**config.mk**
```make
export PLATFORM = sky130hd
export DESIGN_NAME = adder_sub_4bit_serial
export DESIGN_NICKNAME = d
export VERILOG_FILES = /design/src/rtl/adder_sub_4bit_serial.sv
export SDC_FILE = /design/constraint.sdc
export NUM_CORES = 1
export LEC_CHECK = 0
export BUFFER_PORTS_ARGS = -buffer_cell sky130_fd_sc_hd__buf_2
export CAP_MARGIN = 20
export CORE_MARGIN = 2
export CORE_UTILIZATION = 35
export CTS_CLUSTER_SIZE = 40
export DETAILED_ROUTE_END_ITERATION = 6
export SLEW_MARGIN = 20
export SYNTH_ARGS = -nofsm -noshare
export SYNTH_HDL_FRONTEND = slang
export SYNTH_SLANG_ARGS = --single-unit
```
**constraint.sdc**
```tcl
create_clock -name clk -period 3.05 [get_ports clk]
set_clock_uncertainty 0.1 [all_clocks]
set_input_delay 0.61 -clock clk [delete_from_list [all_inputs] [get_ports clk]]
set_output_delay 0.61 -clock clk [all_outputs]
set_load 0.005 [all_outputs]
```
**src/rtl/adder_sub_4bit_serial.sv**
```systemverilog
`default_nettype none
// ============================================================================
// Module   : adder_sub_4bit_serial
// Purpose  : Bit-serial adder/subtractor. Processes one bit per clock through a
//            single full-adder slice and a stored carry (start/done handshake).
// Revision : 1.0 - initial release
// ============================================================================
module adder_sub_4bit_serial #(
    parameter int WIDTH = 4
) (
    input  logic             clk,
    input  logic             rst,
    input  logic             start,
    input  logic [WIDTH-1:0] A,
    input  logic [WIDTH-1:0] B,
    input  logic             Ci,
    output logic [WIDTH-1:0] S,
    output logic             Co,
    output logic             busy,
    output logic             done
);

    localparam int         c_CNT_W = (WIDTH > 1) ? $clog2(WIDTH) : 1;
    localparam [c_CNT_W-1:0] c_LAST = c_CNT_W'(WIDTH - 1);

    localparam logic [1:0] c_IDLE = 2'd0;
    localparam logic [1:0] c_RUN  = 2'd1;
    localparam logic [1:0] c_DONE = 2'd2;

    logic [1:0]         r_state;
    logic [1:0]         w_state_nxt;
    logic               w_busy_nxt;
    logic               w_done_nxt;

    logic [WIDTH-1:0]   r_a_sr;
    logic [WIDTH-1:0]   r_b_sr;
    logic [WIDTH-1:0]   r_res_sr;
    logic               r_c;
    logic [c_CNT_W-1:0] r_cnt;

    logic               w_accept;
    logic               w_last;
    logic               w_sum;
    logic               w_carry;
    logic [WIDTH-1:0]   w_res_nxt;

    assign w_accept  = start && ((r_state == c_IDLE) || (r_state == c_DONE));
    assign w_last    = (r_cnt == c_LAST);
    assign w_sum     = r_a_sr[0] ^ r_b_sr[0] ^ r_c;
    assign w_carry   = (r_a_sr[0] & r_b_sr[0]) | (r_a_sr[0] & r_c) | (r_b_sr[0] & r_c);
    assign w_res_nxt = {w_sum, r_res_sr[WIDTH-1:1]};

    // busy/done are registered from next-state so no input reaches an output combinationally
    always_comb begin
        w_state_nxt = r_state;
        w_busy_nxt  = 1'b0;
        w_done_nxt  = 1'b0;
        case (r_state)
            c_IDLE: begin
                if (start) begin
                    w_state_nxt = c_RUN;
                    w_busy_nxt  = 1'b1;
                end
            end
            c_RUN: begin
                if (w_last) begin
                    w_state_nxt = c_DONE;
                    w_done_nxt  = 1'b1;
                end else begin
                    w_busy_nxt  = 1'b1;
                end
            end
            c_DONE: begin
                if (start) begin
                    w_state_nxt = c_RUN;
                    w_busy_nxt  = 1'b1;
                end else begin
                    w_state_nxt = c_IDLE;
                end
            end
            default: w_state_nxt = c_IDLE;
        endcase
    end

    always_ff @(posedge clk) begin
        if (rst) begin
            r_state <= c_IDLE;
            busy    <= 1'b0;
            done    <= 1'b0;
        end else begin
            r_state <= w_state_nxt;
            busy    <= w_busy_nxt;
            done    <= w_done_nxt;
        end
    end

    // Subtraction is A + ~B + 1: B is inverted at capture and the +1 rides in as the initial carry
    always_ff @(posedge clk) begin
        if (rst) begin
            r_a_sr   <= '0;
            r_b_sr   <= '0;
            r_res_sr <= '0;
            r_c      <= 1'b0;
            r_cnt    <= '0;
            S        <= '0;
            Co       <= 1'b0;
        end else if (w_accept) begin
            r_a_sr   <= A;
            r_b_sr   <= Ci ? ~B : B;
            r_res_sr <= '0;
            r_c      <= Ci;
            r_cnt    <= '0;
        end else if (r_state == c_RUN) begin
            r_a_sr   <= r_a_sr >> 1;
            r_b_sr   <= r_b_sr >> 1;
            r_res_sr <= w_res_nxt;
            r_c      <= w_carry;
            r_cnt    <= r_cnt + c_CNT_W'(1);
            if (w_last) begin
                S  <= w_res_nxt;
                Co <= w_carry;
            end
        end
    end

endmodule
`default_nettype wire

```
==> run_results.csv, run 1 <==
group,metric,value,unit
routing,drt_iter0_markers,14,
routing,antenna_left,0,
sta,rsz0062_at_grt,"no",
yosys,synth-edff-count,0,
worst_setup_path,crit_type,"reg2reg",
cts,clock_path_buffers,2,
power_and_ir_drop,p_seq_share,61.4,%
power_and_ir_drop,intPower,0.3908,mW
worst_setup_path,r2r_slack,1530,ps
power_and_ir_drop,total_power,0.5265,mW
cts,cts_max_level,1,
yosys,synth-main-ff-cell,"dfxtp_1",
cts,post_cts_resized,0,
finish,diodes,0,
global_route,grt_pass1_vias,681,
power_and_ir_drop,leakage,0.4097,nW
yosys,synth_fp_nets,120,
sta,totalNegativeSetupSlack,0,ps
min_path,hold_depth,2,
power_and_ir_drop,clockPowerShare,26.2,%
sta,timing.fmax,656.5,MHz
sta,worst_slew_pin_slew,607.6,ps
sta,slew_headroom,59.49,%
power_and_ir_drop,peakVddDrop,0.0002781,V
die,core_area,2522,µm²
global_route,antenna_found_initial,0,
routing,vias,747,
yosys,yosys.area.top_type,"dfxtp_1",
yosys,synthDistinctLibCells,25,
sta,period_minus_slack,1523,ps
yosys,synth-seq-cells,23,
min_path,min_from,"Co",
place,gp_congestion,0.7278,
worst_setup_path,cp_slowest_cell,"and2b_1",
finish,final_cells,150,
yosys,syn_area,942.2,µm²
place,preCtsSetupSlack,1419,ps
yosys,postSynthAreaPerCell,8.888,µm²
power_and_ir_drop,sw_frac_of_total,25.77,%
yosys,ys_warn_count,0,
finish,area_delta_synth_final,9.960,%
sta,setup_violations,0,
min_path,hold_class,"reg2reg",
sta,hold_violations,0,
worst_setup_path,path_cells,"and2b_1, nand2_1, a311oi_1",
routing,drcViolationCount,0,
worst_setup_path,crit_fanout,18,
sta,maxSlewViolCount,0,
outcome,status,"complete, no violations",
yosys,async_flop_share,0,%
worst_setup_path,r2r-end,"r_a_sr[1]",
cts,cts.sinks,23,
die,fp.dieArea,3123,µm²
global_route,grt_first_pass_wirelength,2.918,mm
power_and_ir_drop,p_sw,0.1357,mW
finish,final_layout_size_suffix_gt1_share,19.17,%
power_and_ir_drop,power_density,508.2,nW/µm²
worst_setup_path,worstRegToRegCells,3,
global_route,track_usage,11.72,%
yosys,synth_most_common_cell,"dfxtp_1",
routing,wirelength,1.618,mm
place,port_buffers,18,
routing,wire_per_inst,10.79,µm
worst_setup_path,cp-start-kind,"flip-flop",
cts,hold_buffers,0,
yosys,synthCells,106,
flow_run,max-cap-violations,0,
yosys,synthTopCellsByCount,"dfxtp_1, nand2_1, a21oi_1, nand3_1, nor2_1",
routing,dr.pass1.iters,4,
cts,insertion_delay,310,ps
yosys,yosysTopAreaCellShare,48.87,%
finish,multiInputGateArea,420.4,µm²
finish,fin_nets,135,
finish,nFillCells,290,
die,initial_core_util,37.35,%
sta,period_share,49.94,%
worst_setup_path,rr_startpoint,"r_state[0]",
cts,cts-root-buf,"clkbuf_4",
finish,seqCellArea,460.4,µm²
worst_setup_path,endpoint_kind,"flip-flop",
yosys,ys_seq_area_share,48.87,%
cts,post_cts_buffers,0,
global_route,grt_overflow,0,
global_route,grt_max_degree,20,
min_path,whs_endpoint,"Co",
sta,fin_ws,1527,ps
cts,cts_tree,"built",
finish,fin_util,41.07,%
die,io_pins,19,
cts,clk_pin_slew_worst_paths,120,ps
die,die_w,55.89,µm
routing,via_per_inst,4.980,
cts,cts_made_buffers,3,
worst_setup_path,cp.required,3170,ps
worst_setup_path,max_stage_delay,540,ps
place,dp.cells,146,
power_and_ir_drop,comb_power_share,12.4,%
worst_setup_path,arrival,1640,ps
die,fp.dieH,55.89,µm
die,rows,18,
yosys,synth_area_leaders,"dfxtp_1, nand2_1, a21oi_1",
place,hpwl,1.150,mm
-- worst max path at each step --
stage / slack, ps / from / to / depth (start not counted)
after floorplan: 1710 / rst / busy / 3
after global placement: 1450 / start / r_a_sr[3] / 4
after detailed placement: 1420 / start / r_a_sr[3] / 4
after CTS: 1520 / r_state[0] / r_a_sr[2] / 3
after global routing: 1420 / r_state[0] / r_a_sr[2] / 3
final: 1530 / r_state[0] / r_a_sr[1] / 3
-- through the flow --
step                hold WS [ps]  area, µm²
CTS                        362.1       1036
global placement           339.1       1008
detailed placement         344.2       1008
floorplan                  336.6      942.2
global route               375.3       1036
finish                     360.4       1036
-- kinds of logic (layout without fill, tap and decap cells) --
family          count (synthesis)  in the layout  share of synthesized area [%]
simple gates                   47             47                          22.58
flops                          23             23                          48.87
mux                             1              1                          1.062
xor+xnor                        5              5                          4.648
buf+inv                         8             22                          6.505
compound gates                 20             20                          12.88
fa+ha+maj                       2              2                          3.453
-- worst max-delay path, delay by kind of cell (launching register included) --
kind             cells  cell delay (ps)
AND/OR/NAND/NOR      2              650
flip-flops           1              400
AO/OA/AOI/OAI        1              280
-- cell usage in the layout (no fill, tap or decap) --
master,n
o22ai_1,2
nor3_1,5
nand2b_1,2
nand2b_2,1
xor2_1,4
a311oi_1,3
a22oi_1,2
a21oi_1,12
nand3b_1,1
nor2_1,8
clkinv_2,1
nand3_1,8
clkbuf_4,3
ha_1,1
nand2_1,20
and2b_1,1
mux2i_1,1
fa_1,1
nor2b_1,1
buf_2,18
dfxtp_1,23
xnor2_1,1
o21a_1,1
-- routing by layer --
layer  vias up  routed length (µm)  GRT usage [%]
met3         2                  83          4.884
met5         -                   0              0
met2        17                 711          18.37
met4         0                  14          3.061
met1       341                 809          14.94
li1        387                   -              -
-- cell type report --
type                            instances  share of cell area, %
Timing Repair Buffer                   18                  8.696
Clock inverter                          1                 0.4831
Multi-Input combinational cell         75                  40.58
Tap cell                               30                  3.623
Clock buffer                            3                  2.174
Sequential cell                        23                  44.44
-- sequential cells by signal, indices dropped and copies added, names as in the netlist --
signal    flops
r_a_sr        4
done          1
r_state       2
r_res_sr      3
r_b_sr        4
S             4
r_cnt         2
busy          1
r_c           1
Co            1
-- power groups by stage --
stage | combinational, mW | sequential [mW] | clock [mW]
after detailed placement | 0.0660 | 0.330 | 0
after floorplan | 0.0576 | 0.329 | 0
final | 0.0654 | 0.323 | 0.138
after CTS | 0.0663 | 0.324 | 0.145
after global routing | 0.0756 | 0.326 | 0.157
after global placement | 0.0641 | 0.330 | 0
(Power assumes the default switching activity.)
==> run 2: changes to the inputs <==
--- a/config.mk
+++ b/config.mk
@@ -5,6 +5,7 @@
 export SDC_FILE = /design/constraint.sdc
 export NUM_CORES = 1
 export LEC_CHECK = 0
+export ABC_AREA = 1
 export BUFFER_PORTS_ARGS = -buffer_cell sky130_fd_sc_hd__buf_2
 export CAP_MARGIN = 20
 export CORE_MARGIN = 2
==> constraint.sdc (replaced) <==
create_clock -name clk -period 1.22 [get_ports clk]
set_clock_uncertainty 0.1 [all_clocks]
set_input_delay 0.244 -clock clk [delete_from_list [all_inputs] [get_ports clk]]
set_output_delay 0.244 -clock clk [all_outputs]
set_load 0.005 [all_outputs]
==> run 2 against run 1 <==
  * Fmax rose by 25%
  * Largest power group unchanged
  * Global-route usage grew 2.0 points
  * Via count is 17% higher
  * Worst hold slack worse by 300 ps
  * Setup slack lost 1500 ps
  * Power increased to 2.6 times the previous value
  * Sequential share of layout area shrank 5.7 points
  * Synthesized area increased by 5.0%
  * Wire length grew 18%
  * Sequential cell count is the same
==> run_results.csv, run 2 <==
group,metric,value,unit
sta,period_share,99.51,%
die,io_pins,19,
finish,layout_common_cells,"nand2_1, buf_2, dfxtp_1, nor2_1, inv_1",
cts,cts-root-buf,"clkbuf_4",
global_route,grt_first_pass_wirelength,3.463,mm
worst_setup_path,cp.required,1390,ps
worst_setup_path,r2r-end,"r_res_sr[3]",
sta,worst_slew_pin_slew,241.1,ps
cts,cts.sinks,23,
yosys,synthCells,129,
die,core_area,2710,µm²
yosys,ys_seq_area_share,46.52,%
yosys,synth_area_leaders,"dfxtp_1, nand2_1, nor2_1",
yosys,postSynthAreaPerCell,7.672,µm²
routing,via_per_inst,4.668,
sta,period_minus_slack,1214,ps
cts,cts_tree,"built",
die,die_w,57.18,µm
yosys,synth_most_common_cell,"nand2_1",
cts,cts_max_level,1,
global_route,grt_overflow,0,
power_and_ir_drop,power_density,1145,nW/µm²
die,fp.dieArea,3269,µm²
yosys,ys_warn_count,0,
worst_setup_path,arrival,1380,ps
global_route,antenna_found_initial,0,
sta,hold_slack,58.10,ps
die,fp.dieH,57.18,µm
global_route,grt_pass1_vias,822,
yosys,yosysTopAreaCellShare,46.52,%
yosys,synth-seq-cells,23,
place,gp_congestion,0.7338,
routing,dr.pass1.iters,4,
finish,final_cells,187,
routing,drcViolationCount,0,
cts,cts_made_buffers,3,
worst_setup_path,r2r_slack,6,ps
yosys,yosys.area.top_type,"dfxtp_1",
routing,vias,873,
min_path,hold_depth,3,
finish,final_common_cell,"nand2_1",
yosys,synth-edff-count,0,
finish,fin_area,1215,µm²
yosys,synthDistinctLibCells,20,
min_path,min_from,"A[3]",
cts,clk_pin_slew_worst_paths,130,ps
flow_run,max-cap-violations,0,
min_path,whs_endpoint,"r_a_sr[3]",
routing,wire_per_inst,10.18,µm
cts,clock_path_buffers,2,
finish,final_layout_size_suffix_gt1_share,30.77,%
global_route,track_usage,13.72,%
routing,wirelength,1.903,mm
sta,totalNegativeSetupSlack,0,ps
sta,maxSlewViolCount,0,
worst_setup_path,crit_type,"reg2reg",
die,rows,19,
sta,setup_violations,0,
worst_setup_path,worstRegToRegCells,3,
worst_setup_path,cp-start-kind,"flip-flop",
yosys,async_flop_share,0,%
finish,diodes,0,
worst_setup_path,crit_fanout,2,
finish,area_delta_synth_final,22.76,%
outcome,status,"complete, no violations",
global_route,grt_max_degree,14,
routing,antenna_left,0,
worst_setup_path,rr_startpoint,"r_c",
worst_setup_path,endpoint_kind,"flip-flop",
die,initial_core_util,36.52,%
sta,slew_headroom,83.76,%
yosys,synth_fp_nets,143,
place,hpwl,1.493,mm
sta,rsz0062_at_grt,"yes",
sta,timing.fmax,823.7,MHz
min_path,hold_class,"in2reg",
place,dp.cells,183,
finish,largestRegisters,"S x4, r_a_sr x4, r_b_sr x4",
power_and_ir_drop,leakage,0.5907,nW
finish,fin_nets,171,
yosys,synthTopCellsByCount,"nand2_1, dfxtp_1, nor2_1, inv_1, o21ai_0",
place,dpl_cell_area,1161,µm²
sta,hold_violations,0,
place,port_buffers,18,
yosys,synth-main-ff-cell,"dfxtp_1",
yosys,syn_area,989.7,µm²
cts,insertion_delay,320,ps
power_and_ir_drop,peakVddDrop,0.0007277,V
routing,drt_iter0_markers,8,
[run 2: cell type report]
class / instances / area (µm²)
clock buffer: 3 / 22.52
clock inverter: 1 / 5.005
fill: 294 / 1495
inverter: 15 / 61.31
multi-input combinational: 89 / 474.2
sequential: 23 / 470.5
tap: 31 / 38.79
timing repair buffer: 25 / 142.6
[run 2: worst max path at each step]
stage | from | end | slack, ps | cells past startpoint
6_report | r_c | r_res_sr[3] | 6 | 3
5_1_grt | r_c | r_res_sr[3] | -40 | 3
4_1_cts | r_c | r_res_sr[3] | -1 | 3
3_5_place_dp | r_a_sr[0] | r_c | -30 | 3
3_3_place_gp | r_a_sr[0] | r_c | 10 | 3
2_1_floorplan | r_a_sr[0] | r_c | 20 | 3
[run 2: report_power, final]
| part | switching [mW] | leakage [nW] | internal (mW) |
|---|---|---|---|
| sequential | 0.0254 | 0.191 | 0.790 |
| clock | 0.237 | 0.0177 | 0.123 |
| combinational | 0.122 | 0.382 | 0.0935 |
[run 2: per-layer routing]
metal	share of wire [%]	track usage, %	vias up
met5	0	0	-
met4	2.4	5.980	0
met3	5.5	4.535	7
met2	45	22.82	21
met1	47	16.14	379
li1	-	-	466
[run 2: timing repair]
item                                    CTS  global route
buffers inserted                          0             0
pin swaps                                 2             1
hold buffers                              0             0
endpoints found under the setup margin    2            20
gates resized for setup                   2             8
[run 2: worst max-delay path, stage by stage, from the launching register on]
cell     delay (ps)
dfxtp_2         350
fa_1            550
nand2_1          60
a21oi_1         110
[run 2: kinds of logic after synthesis]
family / after synthesis / share of synthesized area [%]
AOI/OAI and AO/OA: 20 / 10.75
xor gates and xnor gates: 1 / 0.8851
adders and majority gates: 2 / 3.287
buffers and inverters: 17 / 6.954
DFF: 23 / 46.52
and+or+nand+nor: 66 / 31.61
[run 2: through the flow]
| stage | utilization (%) | setup WS, ps | total power, mW |
|---|---|---|---|
| after floorplan | - | 22.40 | 0.9643 |
| after global placement | 42.84 | 11.63 | 1.035 |
| after detailed placement | 42.84 | -31.16 | 1.042 |
| after CTS | 43.95 | -1.198 | 1.408 |
| after global routing | 44.83 | -39.15 | 1.469 |
| final | 44.83 | 5.968 | 1.391 |
==> run 3: changes to the inputs <==
--- a/config.mk
+++ b/config.mk
@@ -5,7 +5,7 @@
 export SDC_FILE = /design/constraint.sdc
 export NUM_CORES = 1
 export LEC_CHECK = 0
-export ABC_AREA = 1
+export ABC_AREA = 0
 export BUFFER_PORTS_ARGS = -buffer_cell sky130_fd_sc_hd__buf_2
 export CAP_MARGIN = 20
 export CORE_MARGIN = 2
==> run 3 against run 2 <==
  * The flow now finishes with violations (setup timing)
  * Die area fell by 4.5%
  * Power up 0.42%
  * Wire length rose by 0.32%
  * Setup slack worse by 82 ps
  * Sequential cell count is the same
  * Via count decreased by 11%
  * Fmax fell by 6.3%
  * Critical endpoint is now S[3]
  * Highest routed layer unchanged
==> run_results.csv, run 3 (same netlist as run 1, synthesis figures left out) <==
group,metric,value,unit
sta,slew_headroom,81.25,%
routing,wirelength,1.909,mm
sta,period_minus_slack,1296,ps
global_route,grt_overflow,0,
routing,drt_iter0_markers,14,
min_path,whs_endpoint,"r_a_sr[1]",
min_path,hold_class,"in2reg",
min_path,hold_depth,3,
outcome,violations,"setup timing",
die,die_w,55.89,µm
place,port_buffers,18,
flow_run,max-cap-violations,0,
power_and_ir_drop,peakVddDrop,0.0005598,V
sta,worst_slew_pin_slew,280.3,ps
sta,fin_ws,-76.25,ps
worst_setup_path,critPathTopFamily,"adder cells",
power_and_ir_drop,power_density,1215,nW/µm²
cts,cts-root-buf,"clkbuf_4",
global_route,antenna_found_initial,0,
worst_setup_path,max_stage_delay,580,ps
die,fp.dieArea,3123,µm²
cts,insertion_delay,320,ps
finish,final_cells,157,
routing,drcViolationCount,0,
finish,final_common_cell,"nand2_1",
global_route,grt_busiest_layer,"met2",
power_and_ir_drop,leakage,0.4556,nW
cts,cts_made_buffers,3,
cts,cts.sinks,23,
sta,maxSlewViolCount,0,
cts,cts_max_level,1,
global_route,met2_usage,19.90,%
global_route,grt_max_degree,14,
sta,setup_violations,2,
die,io_pins,19,
worst_setup_path,r2r-end,"S[3]",
min_path,min_from,"A[1]",
worst_setup_path,r2r_slack,-80,ps
worst_setup_path,endpoint_kind,"flip-flop",
routing,dr.pass1.iters,4,
worst_setup_path,crit_fanout,2,
place,gp_congestion,0.6994,
global_route,grt_first_pass_wirelength,3.063,mm
sta,hold_violations,0,
worst_setup_path,cp-start-kind,"flip-flop",
cts,hold_buffers,0,
cts,clock_path_buffers,2,
outcome,status,"complete, but fails checks",
worst_setup_path,rr_startpoint,"r_c",
routing,antenna_left,0,
routing,via_per_inst,4.962,
routing,wire_per_inst,12.16,µm
finish,layout_common_cells,"nand2_1, buf_2, dfxtp_1",
place,dp.cells,152,
worst_setup_path,path_cells,"fa_2, nand3_1, a21oi_1",
die,initial_core_util,37.35,%
finish,diodes,0,
die,core_area,2522,µm²
die,fp.dieH,55.89,µm
place,hpwl,1.332,mm
worst_setup_path,crit_type,"reg2reg",
finish,area_delta_synth_final,22.04,%
sta,timing.fmax,771.5,MHz
routing,vias,779,
cts,clk_pin_slew_worst_paths,130,ps
global_route,track_usage,12.74,%
worst_setup_path,worstRegToRegCells,3,
sta,rsz0062_at_grt,"yes",
global_route,met1_usage,16.07,%
die,rows,18,
worst_setup_path,arrival,1460,ps
sta,period_share,106.2,%
worst_setup_path,cp_slowest_cell,"fa_2",
finish,fin_nets,142,
worst_setup_path,cp.required,1380,ps
finish,largestRegisters,"S x4, r_a_sr x4, r_b_sr x4",
cts,cts_tree,"built",
global_route,grt_pass1_vias,685,
worst_setup_path,cp.buffers_inverters,0,
finish,final_layout_size_suffix_gt1_share,34.65,%
global_route,use_met3,3.023,%
sta,totalNegativeSetupSlack,-106.1,ps
==> run 3: cell types whose count changed in the layout (fill, tap and decap cells not counted), moves of 3 or more <==
cell     change
inv_1       -11
a21oi_1      +3
xor2_1       +3
nand2_1     -11
nor2_4       -3
o21ai_0     -10
nor2_1       -9
==> run 3: through the flow <==
stage	area, µm²	total power, mW	util, %	worst slack [ps]	hold WS (ps)
2_1_floorplan	942.2	0.9662	-	35.10	324.8
3_3_place_gp	1066	1.009	42.26	27.52	336.8
3_5_place_dp	1066	1.018	42.26	-20.63	342.7
4_1_cts	1104	1.383	43.75	-52.60	83.53
5_1_grt	1150	1.480	45.59	-98.77	78.64
6_report	1150	1.397	45.59	-76.25	89.59
==> run 3: final cells by class <==
cell class,count,area (µm²)
Clock buffer,3,22.52
Timing Repair Buffer,25,158.9
Sequential cell,23,470.5
Tap cell,30,37.54
Fill cell,280,1373
Clock inverter,1,5.005
Multi-Input combinational cell,75,455.4
==> run 3: worst min-delay path: cells and delay by family <==
| family | cells | cell delay [ps] |
|---|---|---|
| compound gates | 1 | 50 |
| buf+inv | 1 | 90 |
| simple gates | 1 | 90 |
==> run 3: report_power, final <==
group          switching [mW]  leakage, nW  internal, mW  total [mW]
clock network           0.245       0.0177         0.123       0.368
registers              0.0249        0.190         0.789       0.814
logic                   0.113        0.247         0.102       0.215
==> run 3: worst max-delay path by stage <==
stage | slack, ps | endpoint | cells past startpoint | startpoint
6_report | -80 | S[3] | 3 | r_c
5_1_grt | -100 | S[3] | 3 | r_c
4_1_cts | -50 | S[3] | 3 | r_a_sr[0]
3_5_place_dp | -20 | S[3] | 3 | r_a_sr[0]
3_3_place_gp | 30 | S[3] | 3 | r_a_sr[0]
2_1_floorplan | 40 | S[3] | 3 | r_a_sr[0]
==> run 3: metal layers <==
| metal | vias up | share of wire, % |
|---|---|---|
| met5 | - | 0 |
| met4 | 0 | 2.5 |
| met3 | 5 | 4.7 |
| met2 | 18 | 45 |
| met1 | 353 | 48 |
| li1 | 403 | - |
==> run 3: timing repair <==
action | 4_1_cts | 5_1_grt
pin swaps | 0 | 5
setup buffers | 0 | 1
gates resized for setup | 4 | 13
endpoints found under the setup margin | 9 | 13
